`src/rtl/fetch_unit.sv`:
```
// Instruction fetch front end: one outstanding memory request, a single-entry output
// buffer toward decode, and redirect/misaligned-target fault handling.
package cotm32_pkg;
  parameter int unsigned XLEN = 32;
endpackage

module fetch_unit
  import cotm32_pkg::*;
#(
  parameter logic [XLEN-1:0] RESET_PC = '0
) (
  input  logic            i_clk,
  input  logic            i_rst,
  input  logic            i_redirect,
  input  logic [XLEN-1:0] i_redirect_pc,
  output logic            o_imem_req_valid,
  output logic [XLEN-1:0] o_imem_addr,
  input  logic            i_imem_req_ready,
  input  logic            i_imem_rsp_valid,
  input  logic [XLEN-1:0] i_imem_rsp_data,
  output logic            o_valid,
  output logic [XLEN-1:0] o_pc,
  output logic [XLEN-1:0] o_instr,
  input  logic            i_ready,
  output logic            o_fault,
  output logic [XLEN-1:0] o_fault_pc
);

  typedef enum logic [1:0] {StReq, StWait, StFault} state_e;

  state_e          state_q, state_d;
  logic [XLEN-1:0] pc_q, pc_d;
  logic [XLEN-1:0] req_pc_q, req_pc_d;
  logic            stale_q, stale_d;
  logic            valid_q, valid_d;
  logic [XLEN-1:0] out_pc_q, out_pc_d;
  logic [XLEN-1:0] instr_q, instr_d;
  logic            fault_q, fault_d;
  logic [XLEN-1:0] fault_pc_q, fault_pc_d;

  logic req_valid;
  logic aligned;

  assign aligned   = (i_redirect_pc[1:0] == 2'b00);
  // A request is only issued when the buffer will be free next cycle.
  assign req_valid = (state_q == StReq) && !i_redirect && (!valid_q || i_ready) && !i_rst;

  always_comb begin
    state_d    = state_q;
    pc_d       = pc_q;
    req_pc_d   = req_pc_q;
    stale_d    = stale_q;
    valid_d    = valid_q;
    out_pc_d   = out_pc_q;
    instr_d    = instr_q;
    fault_d    = fault_q;
    fault_pc_d = fault_pc_q;

    if (i_redirect) begin
      valid_d = 1'b0;
      if (aligned) begin
        pc_d    = i_redirect_pc;
        fault_d = 1'b0;
      end else begin
        fault_d    = 1'b1;
        fault_pc_d = i_redirect_pc;
      end
      if (state_q == StWait) begin
        if (i_imem_rsp_valid) begin
          stale_d = 1'b0;
          state_d = aligned ? StReq : StFault;
        end else begin
          stale_d = 1'b1;
        end
      end else begin
        state_d = aligned ? StReq : StFault;
      end
    end else begin
      if (valid_q && i_ready) valid_d = 1'b0;
      unique case (state_q)
        StReq: begin
          if (req_valid && i_imem_req_ready) begin
            state_d  = StWait;
            req_pc_d = pc_q;
            pc_d     = pc_q + XLEN'(4);
          end
        end
        StWait: begin
          if (i_imem_rsp_valid) begin
            stale_d = 1'b0;
            if (stale_q) begin
              // Pending fault from an earlier misaligned redirect takes effect now.
              state_d = fault_q ? StFault : StReq;
            end else begin
              valid_d  = 1'b1;
              out_pc_d = req_pc_q;
              instr_d  = i_imem_rsp_data;
              state_d  = StReq;
            end
          end
        end
        StFault: ;
        default: state_d = StReq;
      endcase
    end
  end

  always_ff @(posedge i_clk) begin
    if (i_rst) begin
      state_q    <= StReq;
      pc_q       <= RESET_PC;
      req_pc_q   <= '0;
      stale_q    <= 1'b0;
      valid_q    <= 1'b0;
      out_pc_q   <= '0;
      instr_q    <= '0;
      fault_q    <= 1'b0;
      fault_pc_q <= '0;
    end else begin
      state_q    <= state_d;
      pc_q       <= pc_d;
      req_pc_q   <= req_pc_d;
      stale_q    <= stale_d;
      valid_q    <= valid_d;
      out_pc_q   <= out_pc_d;
      instr_q    <= instr_d;
      fault_q    <= fault_d;
      fault_pc_q <= fault_pc_d;
    end
  end

  assign o_imem_req_valid = req_valid;
  assign o_imem_addr      = pc_q;
  assign o_valid          = valid_q;
  assign o_pc             = out_pc_q;
  assign o_instr          = instr_q;
  assign o_fault          = fault_q;
  assign o_fault_pc       = fault_pc_q;

endmodule

```
`config.mk`:
```
export PLATFORM = sky130hd
export DESIGN_NAME = fetch_unit
export DESIGN_NICKNAME = d
export VERILOG_FILES = /design/src/rtl/fetch_unit.sv
export SDC_FILE = /design/constraint.sdc
export NUM_CORES = 1
export LEC_CHECK = 0
export ABC_AREA = 1
export CAP_MARGIN = 20
export CORE_MARGIN = 3
export CORE_UTILIZATION = 43
export DETAILED_ROUTE_END_ITERATION = 7
export GPL_TIMING_DRIVEN = 0
export HOLD_SLACK_MARGIN = 0.12
export PLACE_DENSITY = 0.84
export SYNTH_ARGS = -nofsm -noshare
export SYNTH_HDL_FRONTEND = slang
export SYNTH_SLANG_ARGS = --single-unit
```
`constraint.sdc`:
```
create_clock -name i_clk -period 1.7 [get_ports i_clk]
set_clock_uncertainty 0.2 [all_clocks]
set_input_delay 0.17 -clock i_clk [delete_from_list [all_inputs] [get_ports i_clk]]
set_output_delay 0.17 -clock i_clk [all_outputs]
set_load 0.01 [all_outputs]
```
Word level (Yosys, flattened, before mapping)
Index checks and enable logic that the tools add are counted.
{"block": "totals", "ff_bits": 165, "latch_bits": 0, "ram_bits": 0, "rom_bits": 0, "in_bits": 70, "mem_count": 0}
{"block": "classes", "addsub": 1, "multipliers": 0, "div": 0, "n_lt_le_gt_ge": 0, "eq_ne": 6, "shift": 0, "n_mux": 23, "bitwise": 3, "n_reduce_logical": 21}
{"operator": "2-to-1 mux 32 bit", "count": 4}
{"operator": "adder 32 x 3 -> 32 bit, second input constant", "count": 1}
{"operator": "2-to-1 mux 2 bit", "count": 8}
{"operator": "2-to-1 mux 1 bit", "count": 10}
{"operator": "AND reduction 3 bit", "count": 3}
{"operator": "case mux 2 bit (3 select lines)", "count": 1}
{"operator": "nonzero test 2 bit", "count": 3}
{"operator": "logical AND 1 bit", "count": 5}
{"operator": "logical NOT 2 bit", "count": 2}
{"operator": "!= test 2 bit, second input constant", "count": 2}
{"operator": "AND reduction 2 bit", "count": 2}
{"operator": "AND reduction 4 bit", "count": 1}
{"operator": "logical NOT 1 bit", "count": 3}
{"operator": "!= test 3 x 2 -> 1 bit, second input constant", "count": 1}
{"operator": "NOT 1 bit", "count": 3}
{"operator": "equality test 2 x 1 -> 1 bit, second input constant", "count": 1}
{"operator": "equality test 2 bit, second input constant", "count": 1}
{"operator": "!= test 2 x 1 -> 1 bit, second input constant", "count": 1}
{"operator": "OR reduction 2 bit", "count": 1}
{"operator": "logical OR 1 bit", "count": 1}

Longest topological paths before layout
Gate-level depths: netlist of the first run.
{"block": "depth", "depth_word": 8, "ltp_mapped": 10}

Least setup slack after synthesis of the first run
Ideal clock, no wire load.
{"block": "synth_path", "path_type": "flip-flop to flip-flop", "start": "register pc_q[2], in the netlist o_imem_addr[2]", "end": "register pc_q[26], in the netlist o_imem_addr[26]", "arrival_ns": 1.411, "path_slack_ns": -0.044, "stages_incl_launch_ff": 11, "path_buffers": 0, "synth_period_minus_slack_ns": 1.744, "path_cell_list": "dfxtp_1 ha_1 nand2_1 nor2_1 nand2_1 nor2_2 nand2_1 nand2_1 nand3_1 nand2_1 a21oi_1"}
{"block": "synth_between", "elab_chain_len": 4}
{"element": "start: declaration", "line_no": "32", "text": "logic [XLEN-1:0] pc_q, pc_d;"}
{"element": "start signal: assignment", "line_no": "121", "text": "pc_q <= pc_d;"}
{"element": "adder 32 x 3 -> 32 bit", "line_no": "85", "text": "pc_d = pc_q + XLEN'(4);"}
{"element": "2-to-1 mux 32 bit", "line_no": "82", "text": "if (req_valid && i_imem_req_ready) begin"}
{"element": "2-to-1 mux 32 bit", "line_no": "80", "text": "unique case (state_q)"}
{"element": "2-to-1 mux 32 bit", "line_no": "59", "text": "if (i_redirect) begin"}
No other way between the ends. The select of a mux whose other input is x is not followed.
A chain may end at the register's enable or synchronous reset.

Final worst setup path of the first run
{"block": "layout_path", "start": "register pc_q[3], in the netlist o_imem_addr[3]", "end": "register pc_q[24], in the netlist o_imem_addr[24]"}
Same word-level chain as after synthesis.

==> results of run 1 <==
==> path summary, 6_finish.rpt <==
kind / startpoint / endpoint / slack (ns) / depth (start not counted)
worst min register to register: o_imem_addr[1] / o_imem_addr[1] / 0.26 / 2
worst max register to register: o_imem_addr[3] / o_imem_addr[24] / -0.03 / 9
worst min-delay path: i_redirect_pc[4] / o_fault_pc[4] / 0.14 / 3
worst max-delay path: o_imem_addr[3] / o_imem_addr[24] / -0.03 / 9
==> layer usage <==
metal  GRT usage  wire (µm)  vias up
li1            -          -     3604
met1       0.310       9740     3357
met2       0.416      11100      382
met3      0.0664       1930       74
met4      0.0963        798        0
met5           0          0        -
==> flip-flops by register name (all words and copies together), names as in the netlist, 2 cells and up <==
signal       cells
o_fault_pc      32
o_imem_addr     32
o_instr         32
o_pc            32
req_pc_q        32
state_q          2
==> cell usage after synthesis, drive strengths merged <==
master	number	area (µm²)
nor2	281	1070
dfxtp	165	3300
o21ai	152	761
nand2	145	572
a21oi	65	340
inv	41	156
clkbuf	33	124
nand3	33	165
buf	23	136
mux2i	4	40.0
xnor2	4	35.0
and2	3	18.8
nor3	3	26.3
nand4	2	12.5
o211a	2	20.0
a211oi	1	12.5
a31oi	1	6.26
ha	1	12.5
nand3b	1	7.51
o22ai	1	6.26
or2	1	6.26
==> cell families (layout without fill, tap and decap cells) <==
logic type,after synthesis,in the layout,synth area share
fa+ha+maj,1,1,0.00183
buf+inv,97,350,0.0610
mux,4,4,0.00586
compound gates,222,222,0.168
xor+xnor,4,4,0.00513
flops,165,165,0.484
simple gates,469,469,0.275
==> cell type report <==
class                           instances  area, µm²  share of cell area
Multi-Input combinational cell        700       3490               0.330
Inverter                               41        161              0.0152
Clock inverter                         12        155              0.0147
Sequential cell                       165       3370               0.319
Timing Repair Buffer                  224       2280               0.215
Buffer                                 55        417              0.0394
Tap cell                              211        264              0.0249
Clock buffer                           18        439              0.0415
==> power by group through the flow <==
stage / combinational, W / clock [W] / sequential, W
CTS: 0.00125 / 0.00396 / 0.00421
global route: 0.00142 / 0.00414 / 0.00424
finish: 0.00131 / 0.00395 / 0.00422
global placement: 0.00118 / 0 / 0.00428
floorplan: 0.000518 / 0 / 0.00432
detailed placement: 0.00120 / 0 / 0.00429
==> what timing repair did <==
item | CTS | global route
pin swaps | 7 | 19
hold buffers | 8 | 0
endpoints found under the hold margin | 12 | 0
gates resized for setup | 238 | 128
setup buffers | 8 | 6
endpoints found under the setup margin | 153 | 164
cloned | 4 | 0
==> critical path: cells and delay by family, from the launching register on <==
kind                       cells  cell delay, ns
DFF                            1            0.40
AOI/OAI and AO/OA              1            0.12
adders and majority gates      1            0.17
and+or+nand+nor                7            0.75
==> stage by stage <==
| step | setup TNS [ns] | util |
|---|---|---|
| after global routing | -2.36 | 0.689 |
| after CTS | -0.429 | 0.663 |
| after global placement | -50.04 | 0.591 |
| final | -0.200 | 0.689 |
| after floorplan | 0 | - |
| after detailed placement | -52.77 | 0.591 |
==> flow_summary.yaml, run 1 <==
clocking:
  cts_tree: "built"
  cts_max_level: 4
  cts_buffers: 17
  cts_root_buf: "clkbuf_16"
  clkSlewWorstSetupHoldPaths_ns: 0.07
  clock_path_buffers: 2
  clkLatencyLatePin_ns: 0.43
  clock-sinks: 165
layout:
  fillers: 1235
  fin_nets: 1275
  syn2layout_area_growth_pct: 55.0
  drive_above_1_share: 0.170
  final_cell_mix: "nor2_1, dfxtp_1, nand2_1"
  final_cell_area_um2: 10600
  final_common_cell: "nor2_1"
  layout.cells.non_filler: 1426
  diodes: 0
die:
  die-area_um2: 17400
  die_w_um: 132
  core_area_um2: 15400
  initial_core_util: 0.444
  die_h_um: 132
  io_pins: 201
  rows: 45
detailed_routing:
  wl_um: 23600
  wl_per_cell_um: 16.5
  detail_route.first_pass.iterations: 6
  drt_iter0_drc: 579
  num_vias: 7417
  drc: 0
  drtAntennaViolNets: 0
  via_per_inst: 5.20
timing:
  setup_viol: 18
  worst_slew_pin_slew_ns: 0.726
  fin_hold_ws_ns: 0.144
  final.setup.worst_slack_ns: -0.0287
  rsz0062_at_grt: "yes"
  final_max_slew_viol_count: 0
  max_slew_margin: 0.516
  post-route-min-period_ns: 1.73
  finalHoldViolCount: 0
  fin_crit_sh: 1.02
  max_freq_ghz: 0.578
power_and_ir_drop:
  leakagePower_nw: 5.02
  p_sw_w: 0.00248
  p_sw_frac: 0.262
  power_frac_comb: 0.138
  cellPowerDensity_nw_per_um2: 896
  ir_drop_v: 0.000725
  power.share.clock: 0.417
  p_int_w: 0.00700
  seq_power_share: 0.445
  fin_total_pwr_w: 0.00948
yosys:
  syn_nets: 1033
  avgSynthCellArea_um2: 7.10
  ys_warn_count: 0
  synth_area_um2: 6830
  ys_types: 32
  syn_inst: 962
  yosysSeqAreaShare: 0.484
  synth_seq_cells: 165
setup_path:
  cp_cell_sequence: "ha_4 > nand2_4 > nor2_4 > nand2_2 > nor2_4 > nand3_1 > nand3_1 > nand2_1 > a21oi_1"
  cp-start-kind: "flip-flop"
  max_stage_delay_ns: 0.40
  crit_slowest_cell: "dfxtp_4"
  worstPathMaxFanout: 6
  endpoint_kind: "flip-flop"
  required_ns: 1.86
  crit_type: "flip-flop to flip-flop"
  arrival_ns: 1.89
global_routing:
  grt_pass1_wl_um: 35400
  grt_pass1_vias: 6913
  antenna_found_initial: 0
  grt_max_degree: 17
  track_usage: 0.250
  grt_overflow: 0
placed_design:
  portBuffers: 198
  dp_cells: 1371
  place_congestion: 0.950
  post-place-ws_ns: -0.541
  dpl_cell_area_um2: 9080
  dp_hpwl_um: 16200
run_status:
  status: "finished with violations"
  violations: "negative setup slack"
min_path:
  min_path_type: "primary input to flip-flop"
flow_run:
  cap_violations: 0
(Power assumes the default switching activity.)
==> run 2, diff against run 1 <==
Settings changed: CAP_MARGIN 20 to default, SLEW_MARGIN from default to 20.
==> results of run 2 <==
Same layout as run 1: the final DEF is identical, and so are final timing and power.
==> run 3, diff against run 2 <==
Settings changed: CORE_UTILIZATION 43 to 30, PLACE_DENSITY 0.84 to 0.66.
==> flow_summary.yaml, run 3 (same netlist as run 1, synthesis figures left out) <==
run_status:
  status: "finished with violations"
  violations: "negative hold slack, negative setup slack"
power_and_ir_drop:
  power_frac_comb: 0.138
  ir_drop_v: 0.000633
  p_sw_w: 0.00269
  p_sw_frac: 0.289
  p_int_w: 0.00661
  fin_total_pwr_w: 0.00930
  cellPowerDensity_nw_per_um2: 878
  leakagePower_nw: 5.19
  seq_power_share: 0.453
  power.share.clock: 0.410
timing:
  setup_viol: 13
  finalHoldViolCount: 5
  fin_crit_sh: 1.04
  final.setup.worst_slack_ns: -0.0760
  max_slew_margin: 0.569
  max_freq_ghz: 0.563
  fin_hold_ws_ns: -0.126
  tns_ns: -0.283
  worst_slew_pin_slew_ns: 0.645
  final_max_slew_viol_count: 0
  rsz0062_at_grt: "yes"
  post-route-min-period_ns: 1.78
setup_path:
  required_ns: 1.86
  crit_type: "flip-flop to flip-flop"
  worstPathMaxFanout: 7
  arrival_ns: 1.93
  endpoint_kind: "flip-flop"
  r2r_slack_ns: -0.08
  cp-start-kind: "flip-flop"
clocking:
  cts_buffers: 17
  clkLatencyLatePin_ns: 0.44
  clock-sinks: 165
  clkSlewWorstSetupHoldPaths_ns: 0.07
  clock_path_buffers: 2
  cts_root_buf: "clkbuf_16"
  cts_max_level: 4
  cts_tree: "built"
detailed_routing:
  wl_um: 23800
  drc: 0
  drt_iter0_drc: 562
  wl_per_cell_um: 15.9
  num_vias: 7076
  detail_route.first_pass.iterations: 5
  drtAntennaViolNets: 0
  via_per_inst: 4.72
layout:
  drive_above_1_share: 0.168
  fin_nets: 1276
  syn2layout_area_growth_pct: 55.1
  fillers: 2155
  diodes: 0
  post-route-util: 0.480
  final_common_cell: "nor2_1"
  final_cell_mix: "nor2_1, dfxtp_1, nand2_1"
placed_design:
  place_congestion: 0.912
  dp_hpwl_um: 17500
  portBuffers: 198
  post-place-ws_ns: -0.673
global_routing:
  track_usage: 0.188
  grt_pass1_vias: 6670
  grt_max_degree: 19
  antenna_found_initial: 0
  grt_pass1_wl_um: 36200
  grt_overflow: 0
die:
  core_area_um2: 22100
  io_pins: 201
  die_w_um: 157
  initial_core_util: 0.309
  die_h_um: 157
  die-area_um2: 24600
  rows: 54
min_path:
  min_path_type: "primary input to flip-flop"
flow_run:
  cap_violations: 0
run 3: final timing paths:
check,to,cells after the start,from
max,o_imem_addr[20],10,o_imem_addr[2]
min,state_q[1],2,i_rst
max reg2reg,o_imem_addr[20],10,o_imem_addr[2]
min reg2reg,o_imem_addr[0],2,o_imem_addr[0]
run 3: critical path, cell delays in order, from the launching register on:
cell	delay, ns
dfxtp_4	0.41
ha_4	0.17
nand2_4	0.07
nor2_4	0.13
buf_6	0.11
nand3b_1	0.13
nor2_1	0.14
nand2_1	0.07
nand3_2	0.08
nand2_2	0.06
a21oi_2	0.13
run 3: routing by layer:
| metal | part of all wire | GRT usage | up-vias | wire length, µm |
|---|---|---|---|---|
| met5 | 0 | 0 | - | 0 |
| met1 | 0.44 | 0.237 | 3171 | 10400 |
| met4 | 0.017 | 0.0484 | 0 | 406 |
| li1 | - | - | 3610 | - |
| met3 | 0.076 | 0.0550 | 23 | 1820 |
| met2 | 0.47 | 0.314 | 272 | 11200 |
run 3: power groups by stage:
stage,Sequential [W],Combinational [W],Clock [W]
floorplan,0.00432,0.000518,0
global placement,0.00429,0.00121,0
global route,0.00424,0.00140,0.00407
finish,0.00421,0.00128,0.00381
detailed placement,0.00429,0.00122,0
CTS,0.00421,0.00122,0.00391
run 3: area by class of cell:
type	count	area, µm²	share of cell area
multi-input cells	700	3480	0.329
plain buffers	55	378	0.0357
clock buffers	18	429	0.0405
flip-flops and latches	165	3370	0.318
inverters	41	161	0.0152
clock inverters	14	155	0.0146
well taps	280	350	0.0331
repair buffers	225	2270	0.214
run 3: timing repair:
action                                  CTS  global route
endpoints found under the setup margin  179           178
pin swaps                                 9            24
resized for setup                       241           139
hold buffers                              3             1
hold endpoints to repair                 15             8
buffers inserted                          8            13
cloned                                    1             1
run 3: per-stage QoR:
| stage | cells | instance area (µm²) |
|---|---|---|
| floorplan | 962 | 6830 |
| global placement | 1440 | 9160 |
| detailed placement | 1440 | 9160 |
| CTS | 1483 | 10100 |
| global route | 1498 | 10600 |
| finish | 1498 | 10600 |
